File: config.mk
export PLATFORM = sky130hd
export DESIGN_NAME = led_event_blinker
export DESIGN_NICKNAME = d
export VERILOG_FILES = /design/src/rtl/led_event_blinker.sv
export SDC_FILE = /design/constraint.sdc
export NUM_CORES = 1
export LEC_CHECK = 0
export BUFFER_PORTS_ARGS = -buffer_cell sky130_fd_sc_hd__buf_2
export CAP_MARGIN = 10
export CORE_MARGIN = 1
export CORE_UTILIZATION = 61
export CTS_CLUSTER_SIZE = 20
export DETAILED_ROUTE_END_ITERATION = 10
export GPL_ROUTABILITY_DRIVEN = 0
export GPL_TIMING_DRIVEN = 0
export PLACE_DENSITY = 0.87
export SYNTH_ARGS = -nofsm -noshare
export SYNTH_HDL_FRONTEND = slang
export SYNTH_SLANG_ARGS = --single-unit
File: constraint.sdc
create_clock -name clk -period 3.3 [get_ports clk]
set_clock_uncertainty 0.1 [all_clocks]
set_input_delay 0.165 -clock clk [delete_from_list [all_inputs] [get_ports clk]]
set_output_delay 0.165 -clock clk [all_outputs]
set_load 0.01 [all_outputs]
File: src/rtl/led_event_blinker.sv
// led_event_blinker: turns single-cycle event pulses into visible LED blinks.
// Each accepted event gives one ON interval followed by one OFF gap. Events
// that arrive during a blink are queued in a saturating pending counter and
// replayed back-to-back. An event dropped at saturation raises overflow for
// one cycle.
module led_event_blinker #(
  parameter logic [31:0] ON_COUNT  = 32'd5_000_000,
  parameter logic [31:0] OFF_COUNT = 32'd5_000_000,
  parameter int unsigned PEND_W    = 4
) (
  input  logic              clk,
  input  logic              nrst,
  input  logic              event_in,
  output logic              led_out,
  output logic              busy,
  output logic [PEND_W-1:0] pending,
  output logic              overflow
);

  typedef enum logic [1:0] {
    ST_IDLE = 2'd0,
    ST_ON   = 2'd1,
    ST_OFF  = 2'd2
  } state_t;

  localparam logic [PEND_W-1:0] PEND_ZERO = {PEND_W{1'b0}};
  localparam logic [PEND_W-1:0] PEND_ONE  = {{(PEND_W-1){1'b0}}, 1'b1};
  localparam logic [PEND_W-1:0] PEND_MAX  = {PEND_W{1'b1}};

  state_t              state_r;
  logic [31:0]         cnt_r;

  logic                last_on_s;
  logic                last_off_s;
  logic                pend_nz_s;
  logic                pend_full_s;
  logic                inc_s;
  logic                dec_s;
  logic [PEND_W-1:0]   pend_nxt_s;
  logic                ovf_nxt_s;

  // Phase-end detection and the queue increment/decrement terms.
  always_comb begin
    last_on_s   = (state_r == ST_ON)  && (cnt_r == (ON_COUNT  - 32'd1));
    last_off_s  = (state_r == ST_OFF) && (cnt_r == (OFF_COUNT - 32'd1));
    pend_nz_s   = (pending != PEND_ZERO);
    pend_full_s = (pending == PEND_MAX);
    dec_s       = last_off_s && pend_nz_s;
    // An event on the last OFF cycle with nothing queued starts the next
    // blink directly, so it is not counted into the queue.
    inc_s       = event_in && !(last_off_s && !pend_nz_s);
  end

  // Next pending count and overflow pulse.
  always_comb begin
    pend_nxt_s = pending;
    ovf_nxt_s  = 1'b0;
    if (state_r == ST_IDLE) begin
      pend_nxt_s = PEND_ZERO;
    end else if (inc_s && !dec_s) begin
      if (pend_full_s) begin
        ovf_nxt_s = 1'b1;
      end else begin
        pend_nxt_s = pending + PEND_ONE;
      end
    end else if (dec_s && !inc_s) begin
      pend_nxt_s = pending - PEND_ONE;
    end else begin
      // Neither, or both: a new event takes the slot of the consumed one.
      pend_nxt_s = pending;
    end
  end

  // Blink FSM with phase counter; all outputs registered.
  always_ff @(posedge clk or negedge nrst) begin
    if (!nrst) begin
      state_r  <= ST_IDLE;
      cnt_r    <= 32'd0;
      led_out  <= 1'b0;
      busy     <= 1'b0;
      pending  <= PEND_ZERO;
      overflow <= 1'b0;
    end else begin
      pending  <= pend_nxt_s;
      overflow <= ovf_nxt_s;
      case (state_r)
        ST_IDLE: begin
          cnt_r <= 32'd0;
          if (event_in) begin
            state_r <= ST_ON;
            led_out <= 1'b1;
            busy    <= 1'b1;
          end else begin
            state_r <= ST_IDLE;
            led_out <= 1'b0;
            busy    <= 1'b0;
          end
        end
        ST_ON: begin
          busy <= 1'b1;
          if (last_on_s) begin
            state_r <= ST_OFF;
            cnt_r   <= 32'd0;
            led_out <= 1'b0;
          end else begin
            state_r <= ST_ON;
            cnt_r   <= cnt_r + 32'd1;
            led_out <= 1'b1;
          end
        end
        ST_OFF: begin
          if (last_off_s) begin
            cnt_r <= 32'd0;
            if (pend_nz_s || event_in) begin
              state_r <= ST_ON;
              led_out <= 1'b1;
              busy    <= 1'b1;
            end else begin
              state_r <= ST_IDLE;
              led_out <= 1'b0;
              busy    <= 1'b0;
            end
          end else begin
            state_r <= ST_OFF;
            cnt_r   <= cnt_r + 32'd1;
            led_out <= 1'b0;
            busy    <= 1'b1;
          end
        end
        default: begin
          state_r <= ST_IDLE;
          cnt_r   <= 32'd0;
          led_out <= 1'b0;
          busy    <= 1'b0;
        end
      endcase
    end
  end

endmodule

==> results.md <==
* Dominant synthesized flop cell: dfrtp_1
* Worst rel slew slack at 0.4371
* Fin. Hold Viols at 0
* Post-synthesis cell area at approximately 2300 sq um
* Deepest clock path buffer count at 2
* FF+latch count, synth at 40
* Sequential Area at 1001 sq um
* Final Max Slew Viols at 0
* Power per Cell Area at 500.5 nW/um^2
* Layout cell share with drive strength beyond 1 at 0.1355
* Worst-path clk slew at 0.08 ns
* Wire per inst at 15.00 um
* Slew @ Worst Pin at 0.8443 ns
* CP required at 3.38 ns
* Slowest cell on crit path: nor4_1
* # diodes at 0
* Hpwl dp at 3192 um
* Initial Util at 0.6569
* Io pins at 10
* Setup-failing EPs final at 0
* Core area at 3442 sq um
* Lkg Pwr at 1.225 nW
* Post-Route WL at 4456 um
* Fill cell count at 244
* Post-synth cell types at 36
* Synthesized area per cell at around 9.7 sq um
* Critical Setup Path Class: flip-flop to flip-flop
* Final nets at roughly 260
* Tot GR Track Use at 0.2567
* Syn Nets at roughly 240
* F_max at 0.3394 GHz
* Startpoint types: flip-flop
* Routed vias/inst at 5.791
* Sequential share of the synthesized area at 0.4427
* Die footprint at 3954 sq um
* Crit path top cell by count: a21o_1
* Async S/R FF share, synth at 1.000
* Max stage delay on crit path at 0.49 ns
* CP Cell Sequence: nor4_1 > and3_1 > nand3_1 > o21ai_2 > ha_1 > a21o_1 > a21o_1 > nand2_1 > mux2i_1 > a211o_1
* Vias in the first global route at roughly 1,700
* Total power at ~0.0013 W
* Peak supply drop at 346.6 uV
* Status: complete, no violations
* Iter 0 DRT Violations at between 70 and 80
* Post-synthesis cell count at around 230
* Worst-Skew Late Latency at between 0.2 and 0.3 ns
* I/O Buffers at 9
* DRC viols at 0
* Synth top area share at 0.4427
* CP top delay family: simple AND/OR/NAND/NOR gates
* First-pass GRT wire length at 7824 um
* Hold Path Class: input pin to flip-flop
* Count of flip-flops with a built-in enable after synthesis at 0
* Total CTS buffers at 5
* Synth top cells by count: dfrtp_1 (40), nor2_1 (40), xor2_1 (24)
* Die Wd at 62.88 um
* Vias at 1,720
* Area Overhead vs Synth at 10.57%
* H-tree Lvls at 2
* Post-route clock period utilization at 0.8928
* Pre-CTS WS at 0.4070 ns
* RSZ-0062 raised after global routing: false
* GR Overflow Total at 0
* Num rows at 21
* Minimum hold slack at between 0.1 and 0.15 ns
* CP arrival at 3.02 ns
* Post-CTS setup repair buffer count at 0
* TritonCTS sink count at 40
* Synth top area cells: dfrtp_1 (44%), xor2_1 (9.3%), nor2_1 (6.6%)
* Max Cap Violations at 0
* Initial antenna violation count at 0
* Crit path max fanout at 6
* Post-route ant nets at 0
* Root buf cell: clkbuf_8
* Fin crit period at 2.946 ns
* Fin Setup TNS at 0 ns
* Count of warnings emitted by yosys at 0
* Largest area contributor in the netlist: dfrtp_1
* Multi-input gate area at 1184 sq um
* CTS tree: done
* CP endpoint kind: flip-flop
* Worst setup margin at ~0.35 ns
* CP bufs+invs at 0
* Die span in y at 62.88 um
* DRT Pass-1 Iters at 4
* Largest net degree at the start of global routing at 41
==> metal layers <==
metal / vias up / track usage / routed length [um]
met5: - / 0 / 0
met4: 0 / 0.08430 / 63
met3: 9 / 0.05292 / 161
met2: 29 / 0.4167 / 2149
met1: 852 / 0.3409 / 2082
li1: 830 / - / -
==> placed cells by master (no fill, tap or decap), types with 2 or more instances in the layout <==
cell and instances:
xnor2_1 7, nor2_1 40, and3_1 6, and4_1 6
nand4_1 13, nor2b_1 5, nand3_1 14, mux2_4 3
ha_1 7, nand2_1 15, a21o_1 2, clkbuf_1 2
nor3_1 3, dfrtp_1 40, nor4_1 3, a21oi_1 2
clkbuf_8 7, inv_1 8, nor4b_2 2, o21ai_0 2
and2_1 6, xor2_1 24, buf_2 16, mux2i_1 2
and4bb_1 2
==> where the power goes <==
group / internal, W / leakage (nW) / switching (W) / total [W]
sequential: 0.000518 / 0.525 / 0.0000330 / 0.000551
clock: 0.000267 / 0.0645 / 0.000165 / 0.000432
combinational: 0.000134 / 0.636 / 0.000134 / 0.000268
==> registers in the layout, summed over array words and instances (netlist names) <==
register,cells
state_r,2
busy,1
pending,4
overflow,1
cnt_r,32
==> final timing paths <==
kind	end	cells past startpoint	slack [ns]	startpoint
worst min-delay path	overflow$_DFF_PN0_	3	0.12	event_in
max in group asynchronous	pending[3]$_DFFE_PN0P_	2	2.16	nrst
worst max register to register	pending[3]$_DFFE_PN0P_	10	0.35	cnt_r[25]$_DFF_PN0_
worst max-delay path	pending[3]$_DFFE_PN0P_	10	0.35	cnt_r[25]$_DFF_PN0_
min in group asynchronous	cnt_r[16]$_DFF_PN0_	2	0.41	nrst
worst min register to register	cnt_r[0]$_DFF_PN0_	1	0.41	cnt_r[0]$_DFF_PN0_
==> repair_timing <==
action | CTS | global route
hold endpoints to repair | 40 | 0
hold buffers | 1 | 0
resized for setup | 0 | 0
==> area by class of cell <==
cell class	count	area share
flip-flops and latches	40	0.4004
clock buffers	7	0.03854
repair buffers	10	0.02202
well taps	46	0.02302
plain buffers	9	0.01702
clock inverters	1	0.01201
inverters	9	0.01351
multi-input cells	175	0.4735
==> per-stage QoR <==
| stage | instances | cell area [sq um] | util |
|---|---|---|---|
| 2_1_floorplan | 233 | 2261 | - |
| 3_3_place_gp | 288 | 2364 | 0.6867 |
| 3_5_place_dp | 288 | 2364 | 0.6867 |
| 4_1_cts | 297 | 2500 | 0.7263 |
| 5_1_grt | 297 | 2500 | 0.7263 |
| 6_report | 297 | 2500 | 0.7263 |
==> logic make-up after synthesis <==
| family | count (synthesis) | share of synthesized area |
|---|---|---|
| adders and majority gates | 8 | 0.04759 |
| muxes | 6 | 0.03874 |
| xor gates and xnor gates | 31 | 0.1201 |
| AOI/OAI and AO/OA | 11 | 0.03265 |
| buffers and inverters | 18 | 0.03376 |
| and+or+nand+nor | 119 | 0.2845 |
| DFF | 40 | 0.4427 |
==> worst min-delay path, stage by stage <==
cell     delay, ns
buf_2         0.14
o21ai_2       0.11
nor2_1        0.06
Power figures use the tool's default switching activity.
